--- src/rtl/pikachu_pkg.sv ---
// Shared definitions for the pikachu sprite motion controller and renderer.
package pikachu_pkg;

  // Vertical motion phases of the sprite.
  typedef enum logic [1:0] {
    GROUND = 2'd0,
    RISE   = 2'd1,
    FALL   = 2'd2
  } motion_state_t;

  // Sprite and screen geometry shared with the renderer.
  localparam int SPR_W = 32;
  localparam int SPR_H = 16;
  localparam int SCR_W = 640;
  localparam int SCR_H = 480;

  // True when v lies in the inclusive range [lo, hi]; 11-bit so sums never wrap.
  function automatic logic in_span(input logic [10:0] v,
                                   input logic [10:0] lo,
                                   input logic [10:0] hi);
    return (v >= lo) && (v <= hi);
  endfunction

endpackage

--- src/rtl/pikachu_btn_sync.sv ---
// Two-flop synchronizer for the three asynchronous player buttons.
module btn_sync (
  input  logic       clk,
  input  logic       rst,
  input  logic [2:0] raw,
  output logic [2:0] synced
);

  logic [2:0] meta;

  // Two register stages give metastability time to settle before use.
  always_ff @(posedge clk or posedge rst) begin
    if (rst) begin
      meta   <= 3'b000;
      synced <= 3'b000;
    end else begin
      meta   <= raw;
      synced <= meta;
    end
  end

endmodule

--- src/rtl/pikachu_motion.sv ---
// Frame-rate position, jump and walk-animation controller for the pikachu sprite.
// All state advances only on frame_tick so outputs are stable across a visible frame.
module pikachu_motion
  import pikachu_pkg::*;
#(
  parameter int X_START  = 64,
  parameter int X_MIN    = 0,
  parameter int X_MAX    = 607,
  parameter int GROUND_Y = 400,
  parameter int STEP_X   = 2,
  parameter int JUMP_H   = 64,
  parameter int STEP_Y   = 4,
  parameter int ANIM_DIV = 8
) (
  input  logic       clk,
  input  logic       rst,
  input  logic       frame_tick,
  input  logic       btn_left,
  input  logic       btn_right,
  input  logic       btn_jump,
  input  logic [9:0] x,
  input  logic [9:0] y,
  output logic [9:0] pos_x,
  output logic [9:0] pos_y,
  output logic       par,
  output logic       enable,
  output logic       airborne
);

  localparam int CNT_W = (ANIM_DIV > 1) ? $clog2(ANIM_DIV) : 1;

  localparam logic [10:0] X_MIN_W    = 11'(X_MIN);
  localparam logic [10:0] X_MAX_W    = 11'(X_MAX);
  localparam logic [10:0] STEP_X_W   = 11'(STEP_X);
  localparam logic [9:0]  STEP_Y_V   = 10'(STEP_Y);
  localparam logic [9:0]  GROUND_V   = 10'(GROUND_Y);
  localparam logic [9:0]  APEX_V     = 10'(GROUND_Y - JUMP_H);
  localparam logic [CNT_W-1:0] CNT_LAST = CNT_W'(ANIM_DIV - 1);

  logic [2:0]        btn_s;
  logic              left_s;
  logic              right_s;
  logic              jump_s;
  logic              walk_req;
  logic [10:0]       x_left;
  logic [10:0]       x_right;
  logic [9:0]        next_x;
  logic [9:0]        y_up;
  logic [9:0]        y_down;
  motion_state_t     state;
  logic              armed;
  logic [CNT_W-1:0]  anim_cnt;

  btn_sync u_btn_sync (
    .clk    (clk),
    .rst    (rst),
    .raw    ({btn_jump, btn_right, btn_left}),
    .synced (btn_s)
  );

  assign left_s   = btn_s[0];
  assign right_s  = btn_s[1];
  assign jump_s   = btn_s[2];
  assign walk_req = left_s ^ right_s;

  assign y_up   = pos_y - STEP_Y_V;
  assign y_down = pos_y + STEP_Y_V;

  // Clamped horizontal target; 11-bit math keeps the wall compare free of wrap-around.
  always_comb begin
    x_left  = {1'b0, pos_x} - STEP_X_W;
    x_right = {1'b0, pos_x} + STEP_X_W;
    next_x  = pos_x;
    if (left_s && !right_s) begin
      if ({1'b0, pos_x} < (X_MIN_W + STEP_X_W)) next_x = X_MIN_W[9:0];
      else                                       next_x = x_left[9:0];
    end else if (right_s && !left_s) begin
      if (x_right > X_MAX_W) next_x = X_MAX_W[9:0];
      else                   next_x = x_right[9:0];
    end
  end

  // Ground/jump state machine plus position, animation and airborne registers.
  always_ff @(posedge clk or posedge rst) begin
    if (rst) begin
      state    <= GROUND;
      pos_x    <= 10'(X_START);
      pos_y    <= GROUND_V;
      par      <= 1'b0;
      airborne <= 1'b0;
      anim_cnt <= '0;
      armed    <= 1'b1;
    end else if (frame_tick) begin
      pos_x <= next_x;

      if (!jump_s) armed <= 1'b1;

      case (state)
        GROUND: begin
          if (walk_req) begin
            if (anim_cnt == CNT_LAST) begin
              anim_cnt <= '0;
              par      <= ~par;
            end else begin
              anim_cnt <= anim_cnt + 1'b1;
            end
          end else begin
            anim_cnt <= '0;
            par      <= 1'b0;
          end
          if (jump_s && armed) begin
            state    <= RISE;
            armed    <= 1'b0;
            airborne <= 1'b1;
          end
        end
        RISE: begin
          pos_y <= y_up;
          if (y_up == APEX_V) state <= FALL;
        end
        FALL: begin
          pos_y <= y_down;
          if (y_down == GROUND_V) begin
            state    <= GROUND;
            airborne <= 1'b0;
          end
        end
        default: begin
          state    <= GROUND;
          pos_y    <= GROUND_V;
          airborne <= 1'b0;
        end
      endcase
    end
  end

  // Scan-position window; column offset of one matches the renderer's indexing.
  assign enable = in_span({1'b0, x}, {1'b0, pos_x} + 11'd1, {1'b0, pos_x} + 11'(SPR_W)) &&
                  in_span({1'b0, y}, {1'b0, pos_y}, {1'b0, pos_y} + 11'(SPR_H - 1));

endmodule

--- config.mk ---
export PLATFORM = sky130hd
export DESIGN_NAME = pikachu_motion
export DESIGN_NICKNAME = d
export VERILOG_FILES = /design/src/rtl/pikachu_pkg.sv /design/src/rtl/pikachu_btn_sync.sv /design/src/rtl/pikachu_motion.sv
export SDC_FILE = /design/constraint.sdc
export NUM_CORES = 1
export LEC_CHECK = 0
export BUFFER_PORTS_ARGS = -buffer_cell sky130_fd_sc_hd__clkbuf_2
export CORE_ASPECT_RATIO = 0.8
export CORE_UTILIZATION = 56
export DETAILED_ROUTE_END_ITERATION = 8
export GPL_TIMING_DRIVEN = 0
export PLACE_DENSITY = 0.78
export SETUP_SLACK_MARGIN = 0.05
export SKIP_LAST_GASP = 1
export SLEW_MARGIN = 0
export SYNTH_ARGS = -nofsm -noshare
export SYNTH_HDL_FRONTEND = slang
export SYNTH_SLANG_ARGS = --single-unit
export TNS_END_PERCENT = 5
--- constraint.sdc ---
create_clock -name clk -period 3.58 [get_ports clk]
set_input_delay 0.358 -clock clk [delete_from_list [all_inputs] [get_ports clk]]
set_output_delay 0.358 -clock clk [all_outputs]
set_load 0.03 [all_outputs]
==> results.md, run 1 <==
- The run finished with clean final reports.
- The number of maximum-capacitance violations is 0.
- The number of hold buffers added after CTS was 0.
- Once the floorplan was initialized, standard cells occupied roughly three fifths of the core.
- The setup check on the worst reg-to-reg path leaves a slack of a little over 0.8 ns.
- The proportion of layout cells with a drive suffix above 1 is between 20% and 30%.
- The pre-antenna-repair detailed-routing pass consisted of 5 iterations.
- In this run the power density over the cells is about 800 mW/mm².
- The number of vias after detailed routing is 3212.
- The data required time at the worst endpoint is about 3.2 ns.
- The clock buffer count from CTS is 5.
- On the worst path, the slowest cell contributes a delay of 0.47 ns.
- The buffers plus inverters on the worst setup path is 2.
- Clock-pin slew was measured on the worst setup and hold paths at 0.07 ns.
- The family with the most delay on the worst path is compound AO/OA/AOI/OAI gates.
- The final weighted congestion in routability-driven placement is 0.9124.
- The synthesized netlist occupies a cell area of 0.003358 mm².
- The number of different library cells used by synthesis comes to 68.
- Of all cell types, the one taking the most synthesized area is sky130_fd_sc_hd__dfrtp_1.
- The layout has roughly 470 filler cells.
- By area the synthesized netlist is led by sky130_fd_sc_hd__dfrtp_1 (20%), sky130_fd_sc_hd__ha_1 (19%), sky130_fd_sc_hd__xnor2_1 (5.0%).
- Entering global routing, the biggest net connects 33 pins.
- The worst setup path is captured at an output pin.
- The start point of the critical path is pos_y[3]$_DFFE_PP0P_.
- The post-layout minimum cycle time is 3.376 ns.
- The number of global-route vias before repair was just under 3000.
- The most common cell in the synthesized netlist is sky130_fd_sc_hd__ha_1.
- The floorplan row count is 24.
- From left edge to right edge, the die measures approximately 89 µm.
- Wires add up to around 8200 µm.
- The critical path's slowest cell is sky130_fd_sc_hd__dfrtp_2.
- Traced cell by cell, the critical path runs through inv_1 -> ha_4 -> nor2_4 -> nand2b_1 -> ha_1 -> a21oi_1 -> nor2b_1 -> o21ai_1 -> o211ai_1 -> a2111oi_2 -> or3_1 -> o2111a_1 -> clkbuf_4.
- During I/O placement, the number of pins put on the boundary was slightly below 50.
- The worst-margin pin slew is around 1.1 ns.
- The first-pass GRT wire length is ~13000 µm.
- The number of buffers added on ports is 46.
- The cell count after synthesis came out at between 400 and 500.
- The overall power is a little over 3000 µW.
- The arrival time at the worst endpoint is between 3 and 4 ns.
- The first routing iteration left ~360 violations.
- Yosys printed 0 warnings.
- The number of hold-slack violations in the final timing report was 0.
- In this run the critical register-to-register path is launched from pos_x[1]$_DFFE_PP0P_.
- Summing the sequential cell areas from Yosys gives between 20% and 30% of the chip area.
- The accumulated negative setup slack is 0 ns.
- Relative to the synthesized area, the layout overhead comes to 14.68%.
- Dividing the detail-routed via count by the number of cells gives 5.948.
- The latest clock arrival within the worst-skew pair is roughly 0.29 ns.
- Cells fill 68.58% of the core in the end.
- The worst setup path is launched from a flip-flop.
- The final net count is ~540.
- In this run the worst hold path is classified as in2reg.
- The final critical path takes up approximately 94% of the cycle.
- Setup repair after global routing left no endpoint under its margin.
- The final-report setup violation count is 0.
- The detail route stage leaves a number of antenna-violating nets equal to 0.
- The maximum buffer depth of the clock tree is 2.
- After detailed routing, the average wire length per cell comes to 15.21 µm.
- The static leakage power is approximately 0.0017 µW.
- The final hold slack is between 0.15 and 0.2 ns.
- Across the VDD grid, the largest voltage drop is 432.4 µV.
- The DRC violation count after routing is 0.
- The floorplan die height is between 70 and 80 µm.
- In this run the mean area of a mapped cell was approximately 8.3 µm².
- The total overflow left after global routing is 0.
- Measured against its own limit, the worst slew margin works out to approximately 25%.
- 0 antenna diodes ended up in the layout.
- Timing would allow up to around 0.30 GHz.
- The buffer cell driving the clock tree root is sky130_fd_sc_hd__clkbuf_8.
- The portion of synthesized cell area occupied by the leading cell type is about a fifth.
- The global-route usage over all layers is 27.18%.
- Counting flops with an async set or reset pin after synthesis yields a share of 100.0%.
- The critical path is of the reg2out type.
- In this run the most critical hold path is launched from btn_left.
- In this run, synthesis produced a sequential element count of 32.
- The primary flip-flop cell chosen by synthesis mapping is sky130_fd_sc_hd__dfrtp_1.
- TritonCTS built the clock tree.
- The number of clock sinks is 32.
- Yosys mapped a number of flops with a built-in enable equal to 0.
- The max-slew violation count is 0.
- The highest net fanout along the worst path is 9.
- Once detailed placement completed, the half-perimeter wirelength came to between 6000 and 7000 µm.
- The initial antenna violation count is 0.
- The setup clock skew after layout is approximately 0.0087 ns.
- The H-tree generated during clock tree synthesis spans 2 levels.
- The die outline area is between 0.006 and 0.007 mm².
- The total area inside the core boundary comes to approximately 0.0056 mm².
- The commonest cells after synthesis are sky130_fd_sc_hd__ha_1 (52), sky130_fd_sc_hd__nand2_1 (38), sky130_fd_sc_hd__nor2_1 (34).
==> kinds of logic after synthesis <==
kind of cell / share of synthesized area [%]
xor+xnor: 5.738
compound gates: 22.13
buf+inv: 6.483
mux: 2.608
flops: 24.03
other cells: 0.1117
simple gates: 19.52
fa+ha+maj: 19.37
==> worst register-to-register path, delay by kind of cell, from the launching register on <==
kind / cells / cell delay, ns
AOI/OAI and AO/OA: 4 / 0.89
DFF: 1 / 0.53
adders and majority gates: 1 / 0.45
and+or+nand+nor: 2 / 0.41
muxes: 1 / 0.38
==> cells in the final DEF (no fill, tap or decap), types with 6 or more instances in the layout <==
cell type	count
sky130_fd_sc_hd__ha_1	51
sky130_fd_sc_hd__clkbuf_2	47
sky130_fd_sc_hd__nand2_1	38
sky130_fd_sc_hd__nor2_1	33
sky130_fd_sc_hd__inv_1	26
sky130_fd_sc_hd__a21oi_1	25
sky130_fd_sc_hd__dfrtp_1	25
sky130_fd_sc_hd__o21ai_0	23
sky130_fd_sc_hd__xnor2_1	19
sky130_fd_sc_hd__nand3_1	16
sky130_fd_sc_hd__nor3_1	13
sky130_fd_sc_hd__o21a_1	8
sky130_fd_sc_hd__nand4_1	8
sky130_fd_sc_hd__buf_2	8
sky130_fd_sc_hd__clkbuf_8	7
sky130_fd_sc_hd__a21o_1	6
sky130_fd_sc_hd__clkbuf_1	6
==> power by group <==
part           internal, µW  leakage (µW)  switching, µW  total [µW]
registers               503      0.000387            154         657
clock network           176     0.0000515            140         315
logic                   830       0.00127           1290        2120
==> metrics by stage <==
stage / instance area, µm² / instances / worst slack (ns)
floorplan: 3362 / 405 / 0.4672
global placement: 3690 / 529 / 0.2737
detailed placement: 3690 / 529 / 0.1389
CTS: 3824 / 540 / 0.05961
global route: 3851 / 540 / 0.05608
finish: 3851 / 540 / 0.2036
==> sequential cells by signal, summed over array words and instances (netlist names) <==
register and cells:
par 1, u_btn_sync.meta 3, u_btn_sync.synced 3, armed 1, pos_x 10, state 2, pos_y 8, anim_cnt 3
airborne 1
==> layer usage <==
metal / GRT usage (%) / up-vias / share of wire [%]
li1: - / 1573 / -
met1: 41.22 / 1480 / 49
met2: 40.17 / 149 / 42
met3: 4.493 / 10 / 8.0
met4: 6.989 / 0 / 1.4
met5: 0 / - / 0
==> worst paths after layout <==
path                                                   to  cells after the start
setup / recovery                                   enable                     13
hold / removal               u_btn_sync.meta[0]$_DFF_PP0_                      1
setup reg to reg                     pos_x[4]$_DFFE_PP0P_                      8
hold reg to reg            u_btn_sync.synced[1]$_DFF_PP0_                      0
max in group asynchronous            pos_y[3]$_DFFE_PP0P_                      2
min in group asynchronous            pos_x[8]$_DFFE_PP0P_                      2
==> repair_timing <==
action,4_1_cts,5_1_grt
endpoints found under the setup margin,1,1
resized for setup,6,10
hold endpoints to repair,0,0
buffers inserted,3,0
pin swaps,0,1
==> final cells by class <==
| type | count | area, µm² | share of cell area, % |
|---|---|---|---|
| inverters | 29 | 108.9 | 2.827 |
| plain buffers | 20 | 113.9 | 2.956 |
| flip-flops and latches | 32 | 809.5 | 21.02 |
| repair buffers | 49 | 255.2 | 6.628 |
| well taps | 78 | 97.59 | 2.534 |
| clock buffers | 8 | 100.1 | 2.599 |
| multi-input cells | 324 | 2366 | 61.44 |
No activity file was read; power rests on OpenSTA's default activity.
==> run 2: changes to the inputs <==
--- a/config.mk
+++ b/config.mk
@@ -11,5 +11,5 @@
 export DETAILED_ROUTE_END_ITERATION = 8
 export GPL_TIMING_DRIVEN = 0
-export PLACE_DENSITY = 0.78
+export PLACE_DENSITY = 0.82
 export SETUP_SLACK_MARGIN = 0.05
 export SKIP_LAST_GASP = 1
==> constraint.sdc (replaced) <==
create_clock -name clk -period 3.58 [get_ports clk]
set_input_delay 0.537 -clock clk [delete_from_list [all_inputs] [get_ports clk]]
set_output_delay 0.537 -clock clk [all_outputs]
set_load 0.03 [all_outputs]
==> run 2 against run 1 <==
Non-clock buffer count grew 7. First-iteration DRC count shrank 1.4%. Critical path type unchanged. Global-route usage grew 1.4 points. Setup slack lost 0.14 ns. Sequential share of layout area shrank 0.67 points. Clock power grew 12%. Design area grew 3.6%.
==> results.md, run 2 (synthesis results as in run 1) <==
- In the routed layout, each cell is associated on average with a via count of 6.223.
- The register with the most flip-flops in the layout has 10 of them.
- The max-slew violation count is 0.
- The number of top-level pins is 49.
- The start point of the critical path is pos_y[4]$_DFFE_PP1P_.
- The setup clock skew after layout is 0.003873 ns.
- The buffer cell driving the clock tree root is sky130_fd_sc_hd__clkbuf_8.
- The layout has roughly 460 filler cells.
- The initial antenna violation count is 0.
- From synthesis to final layout, the design area changed by 18.82%.
- After the flow finishes, the layout carries non-filler instances totaling about 550.
- The die covers ~0.0063 mm².
- Across all layers, the routed design uses 3404 vias.
- The DRC violation count after routing is 0.
- Cells with a size suffix above 1 make up roughly 25% of the layout.
- The cell count after placement is between 500 and 600.
- The maximum buffer depth of the clock tree is 2.
- The final weighted congestion in routability-driven placement is 0.9356.
- For met1 alone, demand over resource in global routing was between 40% and 50%.
- The number of global-route vias before repair came to 3040.
- STA classifies the critical path endpoint as an output pin.
- In the finished design, the share of the clock period the worst path needs comes to a little over nine tenths.
- Setup repair after global routing could not meet its margin everywhere.
- The first-pass GRT wire length is 14010 µm.
- The clock buffer count from CTS is 5.
- In this run the vertical extent of the chip is slightly above 70 µm.
- The internal power contribution is around 1600 µW.
- The die is about 89 µm wide.
- Hold repair after CTS inserted 0 buffers.
- The worst reg-to-reg setup slack is 0.80 ns.
- The part of the power in the clock network is 10.8%.
- The cell family contributing the most delay on the critical path is compound AO/OA/AOI/OAI gates.
- Max-cap violations in this run came to 0.
- On the critical path, the stage with the largest delay is an instance of sky130_fd_sc_hd__dfstp_2.
- Sequential cells account for between 10% and 20% of the total power.
- Hold timing on the final database bottoms out at a slack of 0.1143 ns.
- The flow ran to the end, and the final reports show no timing, DRC or antenna violations.
- Global routing used 5.415% of the available met3 tracks.
- The worst reg2reg path depth is 8.
- The met2 track demand over resource is 43.93%.
- The data required time at the worst endpoint is between 3 and 4 ns.
- The timing-limited maximum frequency is 0.2844 GHz.
- The startpoint class of the critical path is a flip-flop.
- The detailed router's first-iteration violation count is about 360.
- During placement, the flow inserted port buffers numbering 46.
- 0 antenna diodes ended up in the layout.
- In the final layout, the registers with the most flip-flops are pos_x x10, pos_y x8.
- The HPWL after detailed placement is ~6500 µm.
- The launch instance of the worst register-to-register path is pos_x[1]$_DFFE_PP0P_.
- The starting utilization of the core area is between 50% and 60%.
- Leaving out fill and tap cells, the most frequent cell in the layout is sky130_fd_sc_hd__ha_1.
- Entering global routing, the biggest net connects 33 pins.
- The post-layout minimum cycle time is ~3.5 ns.
- The number of hold-slack violations in the final timing report is 0.
- STA puts the critical path data arrival time at between 2 and 3 ns.
- The number of nets with antenna violations after detailed routing is 0.
- After detailed routing, the average wire length per cell comes to between 15 and 20 µm.
- Counting both buffers and inverters, the worst setup path holds a total of 3.
- The later pin in the worst-skew pair is clocked with a latency of between 0.2 and 0.3 ns.
- The level count of the clock H-tree is 2.
- The signal on the critical path passes through buf_8 -> clkinvlp_4 -> nor2_4 -> nand2b_4 -> ha_4 -> a21oi_2 -> nor2b_1 -> o21ai_1 -> o211ai_1 -> a2111oi_0 -> or3_1 -> o2111a_1 -> buf_6.
- The highest net fanout along the worst path is 5.
- The remaining global-route overflow is 0.
- The analysis attributes to cell leakage a power of ~0.0018 µW.
- The final-report setup violation count is 0.
- Summed over all nets, the switching power comes to about 1700 µW.
- In this run the power density over the cells is 822.5 mW/mm².
- VDD sags by at most about 460 µV.
- The class of the tightest hold or removal check is in2async.
- The core footprint is approximately 0.0056 mm².
- The global-route usage over all layers is 28.57%.
- The final net count is ~550.
- The last element of the critical path is enable.
- TritonCTS built the clock tree.
- The final wirelength is ~8800 µm.
- At the pin with the least slew margin, the transition time is between 0.7 and 0.8 ns.
- Counting every sink on the clock net gives 32.
- After floorplanning, the core was divided into 24 placement rows.
- The first TritonRoute pass finished after 6 iterations.
- The largest single stage delay on the critical path is about 0.57 ns.
- The busiest layer in global routing is met2.
- In the layout the commonest cells are sky130_fd_sc_hd__ha_1 (50), sky130_fd_sc_hd__clkbuf_2 (46), sky130_fd_sc_hd__nand2_1 (37).
- The worst register-to-register path ends at pos_x[4]$_DFFE_PP0P_.
- More flip-flops sit in one register than any other, and that register is pos_x.
- The combinational power share is between 60 and 70%.
- The net switching share of the total power is roughly 50%.
- Clock-pin slew was measured on the worst setup and hold paths at around 0.070 ns.
- Adding up every negative setup slack in the final design gives 0 ns.
- The critical path depth in cells is 13.
- The critical setup path kind is reg2out.
- The worst pin sits at a relative slew slack of about 51%.
-- run 2: cell types whose count changed in the layout (fill, tap and decap cells not counted), sizes merged --
cell and change:
buf +9, clkbuf -5, clkinvlp +2, bufinv +1, clkinv +1, inv -1
-- run 2: per-layer routing --
layer	part of all wire [%]	vias to the layer above
met3	7.7	30
met5	0	-
li1	-	1592
met2	45	190
met4	2.3	0
met1	45	1592
-- run 2: what timing repair did --
action                                  in CTS  in global routing
pin swaps                                    1                  7
endpoints found under the setup margin       1                  1
hold endpoints to repair                     0                  0
gates resized for setup                      9                 23
buffers inserted                             3                  6
-- run 2: through the flow --
stage               total power [µW]  setup WS [ns]  cell area, µm²  utilization (%)
global placement                2605        0.04820            3690            65.71
global route                    3531       -0.05921            3990            71.06
detailed placement              2683     -0.0006242            3690            65.71
floorplan                       2178         0.2882            3362                -
finish                          3282        0.06388            3990            71.06
CTS                             3107        0.05856            3852            68.61
-- run 2: power by group through the flow --
| stage | clock [µW] | sequential (µW) | combinational [µW] |
|---|---|---|---|
| 2_1_floorplan | 0 | 816 | 1360 |
| 3_3_place_gp | 0 | 656 | 1950 |
| 3_5_place_dp | 0 | 661 | 2020 |
| 4_1_cts | 356 | 643 | 2110 |
| 5_1_grt | 374 | 670 | 2490 |
| 6_report | 354 | 653 | 2270 |
-- run 2: final cells by class --
cell class | count | area (µm²) | share of cell area [%]
tap | 78 | 97.59 | 2.446
sequential | 32 | 812.0 | 20.35
clock inverter | 3 | 42.54 | 1.066
timing repair buffer | 56 | 327.8 | 8.216
inverter | 29 | 112.6 | 2.822
clock buffer | 5 | 68.82 | 1.725
multi-input combinational | 324 | 2405 | 60.27
buffer | 20 | 123.9 | 3.104
-- run 2: worst min path at each step --
| stage | from | endpoint | slack, ns |
|---|---|---|---|
| 2_1_floorplan | u_btn_sync.meta[0]$_DFF_PP0_ | u_btn_sync.synced[0]$_DFF_PP0_ | 0.33 |
| 3_3_place_gp | u_btn_sync.meta[2]$_DFF_PP0_ | u_btn_sync.synced[2]$_DFF_PP0_ | 0.33 |
| 3_5_place_dp | u_btn_sync.meta[0]$_DFF_PP0_ | u_btn_sync.synced[0]$_DFF_PP0_ | 0.33 |
| 4_1_cts | btn_jump | u_btn_sync.meta[2]$_DFF_PP0_ | 0.35 |
| 5_1_grt | rst | airborne$_DFFE_PP0P_ | 0.13 |
| 6_report | rst | airborne$_DFFE_PP0P_ | 0.11 |
-- run 2: worst register-to-register path, stage by stage, from the launching register on --
cell and delay (ns):
sky130_fd_sc_hd__dfrtp_1 0.53, sky130_fd_sc_hd__ha_1 0.42, sky130_fd_sc_hd__nand4_4 0.20, sky130_fd_sc_hd__nor2_2 0.24, sky130_fd_sc_hd__mux2_1 0.38, sky130_fd_sc_hd__o211ai_1 0.17
sky130_fd_sc_hd__o21ai_4 0.13, sky130_fd_sc_hd__a21o_4 0.26, sky130_fd_sc_hd__o32a_1 0.35
==> run 3: changes to the inputs <==
==> constraint.sdc (replaced) <==
create_clock -name clk -period 3.58 [get_ports clk]
set_input_delay 0 -clock clk [delete_from_list [all_inputs] [get_ports clk]]
set_output_delay 0 -clock clk [all_outputs]
set_load 0.03 [all_outputs]
==> run 3 against run 2 <==
Non-clock buffer count shrank 5. Via count shrank 3.8%. Routed wire length shrank 5.5%. Largest power group unchanged.
==> results.md, run 3 (synthesis results as in run 1) <==
- The flow ran to the end, and the final reports show no timing, DRC or antenna violations.
- The largest registers in the layout are pos_x x10, pos_y x8.
- At the worst endpoint, the required time is 3.58 ns.
- The remaining global-route overflow is 0.
- The family with the most delay on the worst path is compound AO/OA/AOI/OAI gates.
- After detailed routing, the total wire length is about 8300 µm.
- The later pin in the worst-skew pair is clocked with a latency of 0.29 ns.
- The area taken by flip-flops and latches is ~810 µm².
- The placed wire-length estimate after detailed placement is about 6500 µm.
- The antenna diode instance count is 0.
- The detailed router finished its first iteration with 285 violations.
- The vias per cell is around 6.0.
- On the critical path, the stage with the largest delay is an instance of sky130_fd_sc_hd__dfrtp_2.
- The global-route usage over all layers is 27.79%.
- The growth of design area from synthesis to finish is 15.13%.
- In the final design database the tool counted 541 nets.
- The worst setup path is launched from a flip-flop.
- On the final layout, the worst clock skew is roughly 0.0036 ns.
- Summing all multi-input logic gate instances after layout gives roughly 0.0023 mm².
- The finished layout holds between 500 and 600 standard cells, fillers aside.
- The critical setup path kind is reg2out.
- The routed length per instance is approximately 15 µm.
- The path class of the tightest hold or removal check is in2reg.
- The floorplan die height is between 70 and 80 µm.
- Max-cap violations in this run came to 0.
- The busiest layer in global routing is met2.
- For the pin with the worst max-slew slack, the measured transition is 0.7105 ns.
- The floorplan row count is 24.
- The detailed router placed about 3300 vias in this run.
- The flip-flop count of the largest register after layout is 10.
- The clock transition at the registers of the reported paths is approximately 0.070 ns.
- On the worst path, the slowest cell contributes a delay of around 0.49 ns.
- The post-layout minimum cycle time is approximately 3.2 ns.
- The number of clock sinks is 32.
- Together, buffers and inverters on the worst path number 2.
- In the layout the commonest cells are sky130_fd_sc_hd__ha_1 (52), sky130_fd_sc_hd__clkbuf_2 (46), sky130_fd_sc_hd__nand2_1 (38).
- After layout, the worst path uses slightly above 90% of the clock period.
- For this design the static power due to leakage is roughly 0.0017 µW.
- The number of setup buffers added after CTS is 0.
- The initial antenna violation count is 0.
- The count of filler cells inserted in the layout is slightly below 500.
- Traced cell by cell, the critical path runs through inv_1 -> ha_1 -> nor2_2 -> nand2b_1 -> ha_1 -> a21oi_1 -> nor2b_1 -> o21ai_0 -> o211ai_1 -> a2111oi_0 -> or3_1 -> o2111a_1 -> clkbuf_2.
- For the worst setup path, the data arrival time is around 3.3 ns.
- In the global route stage, met1 resource usage came out at 40.18%.
- The timing-limited maximum frequency is 0.3077 GHz.
- Entering global routing, the biggest net connects 33 pins.
- The CTS tree is built.
- The number of top-level pins is 49.
- The horizontal extent of the die is just under 90 µm.
- The longest clock path from root to sink contains 2 buffers.
- Along the worst path, the maximum fanout reaches 10.
- The number of hold-slack violations in the final timing report came to 0.
- The worst vdd rail ir drop is 469.3 µV.
- The register with the most flip-flops is pos_x.
- The first-pass GRT wire length is roughly 14000 µm.
- The met3 track utilization from global routing is 5.530%.
- Clock tree synthesis inserted a total of 5 buffers.
- The floorplan step defined a die boundary enclosing about 0.0063 mm².
- The number of buffers added on ports is between 40 and 50.
- After detailed routing, the number of remaining DRC violations is 0.
- The starting utilization of the core area is ~60%.
- The level count of the clock H-tree is 2.
- The capturing element type of the critical path is an output pin.
- Cells with a size suffix above 1 make up 20.26% of the layout.
- The power per unit of standard cell area is around 800 mW/mm².
- The final-report setup violation count is 0.
- At the end of routability-driven placement, the weighted congestion stood at 0.9356.
- The library cell used most frequently in the layout, excluding fill and tap cells, is sky130_fd_sc_hd__ha_1.
- Headroom to the max-slew limit came out at a little over half.
- The cell count after placement is 529.
- The number of global-route vias before repair is 2998.
- The core footprint is roughly 0.0056 mm².
- The buffer cell driving the clock tree root is sky130_fd_sc_hd__clkbuf_8.
- The max-slew violation count is 0.
- The accumulated negative setup slack is 0 ns.
- Among the stages of the critical path, the cell type that occurs most often is sky130_fd_sc_hd__ha_1.
- The first detailed-routing pass ran for 6 iterations.
- Setup repair after global routing left no endpoint under its margin.
- The detail route stage leaves a number of antenna-violating nets equal to 0.
- The met2 track demand over resource is 42.82%.
-- run 3: tightest hold or removal path, stage by stage --
cell and delay, ns:
sky130_fd_sc_hd__clkbuf_2 0.12, sky130_fd_sc_hd__inv_1 0.10, sky130_fd_sc_hd__o21ai_0 0.09
-- run 3: per-layer routing --
metal	vias to the layer above	part of all wire, %
met2	149	44
met5	-	0
li1	1581	-
met3	11	7.4
met4	0	1.1
met1	1534	47
-- run 3: power breakdown --
part | switching (µW) | internal, µW
registers | 159 | 503
clock network | 146 | 206
logic | 1280 | 791
-- run 3: path summary, 6_finish.rpt --
kind,start,endpoint,slack [ns],depth (start not counted)
min in group asynchronous,rst,airborne$_DFFE_PP0P_,0.14,3
max reg2reg,pos_x[1]$_DFFE_PP0P_,pos_x[4]$_DFFE_PP0P_,0.81,8
min,frame_tick,armed$_DFFE_PP1P_,0.03,3
max,pos_y[2]$_DFFE_PP0P_,enable,0.33,13
min reg2reg,u_btn_sync.meta[2]$_DFF_PP0_,u_btn_sync.synced[2]$_DFF_PP0_,0.35,0
max in group asynchronous,rst,pos_y[7]$_DFFE_PP1P_,2.97,4
-- run 3: cell type report --
| type | instances | share of cell area (%) |
|---|---|---|
| Clock buffer | 5 | 1.780 |
| Tap cell | 78 | 2.524 |
| Multi-Input combinational cell | 324 | 60.52 |
| Buffer | 20 | 2.816 |
| Timing Repair Buffer | 51 | 7.508 |
| Inverter | 29 | 2.816 |
| Clock inverter | 3 | 1.100 |
| Sequential cell | 32 | 20.94 |
-- run 3: through the flow --
step / utilization, % / hold slack (ns) / setup WS [ns] / cell area [µm²] / power, µW
floorplan: - / 0.03143 / 0.8252 / 3362 / 2178
global placement: 65.71 / 0.1079 / 0.5852 / 3690 / 2605
detailed placement: 65.71 / 0.1113 / 0.5364 / 3690 / 2683
CTS: 68.23 / 0.02820 / 0.1857 / 3831 / 3053
global route: 68.85 / 0.1030 / 0.1320 / 3866 / 3339
finish: 68.85 / 0.03042 / 0.3303 / 3866 / 3084
-- run 3: repair_timing --
item,in CTS,in global routing
resized for setup,0,3
endpoints found under the hold margin,3,29
hold buffers,3,1
setup endpoints to repair,0,1
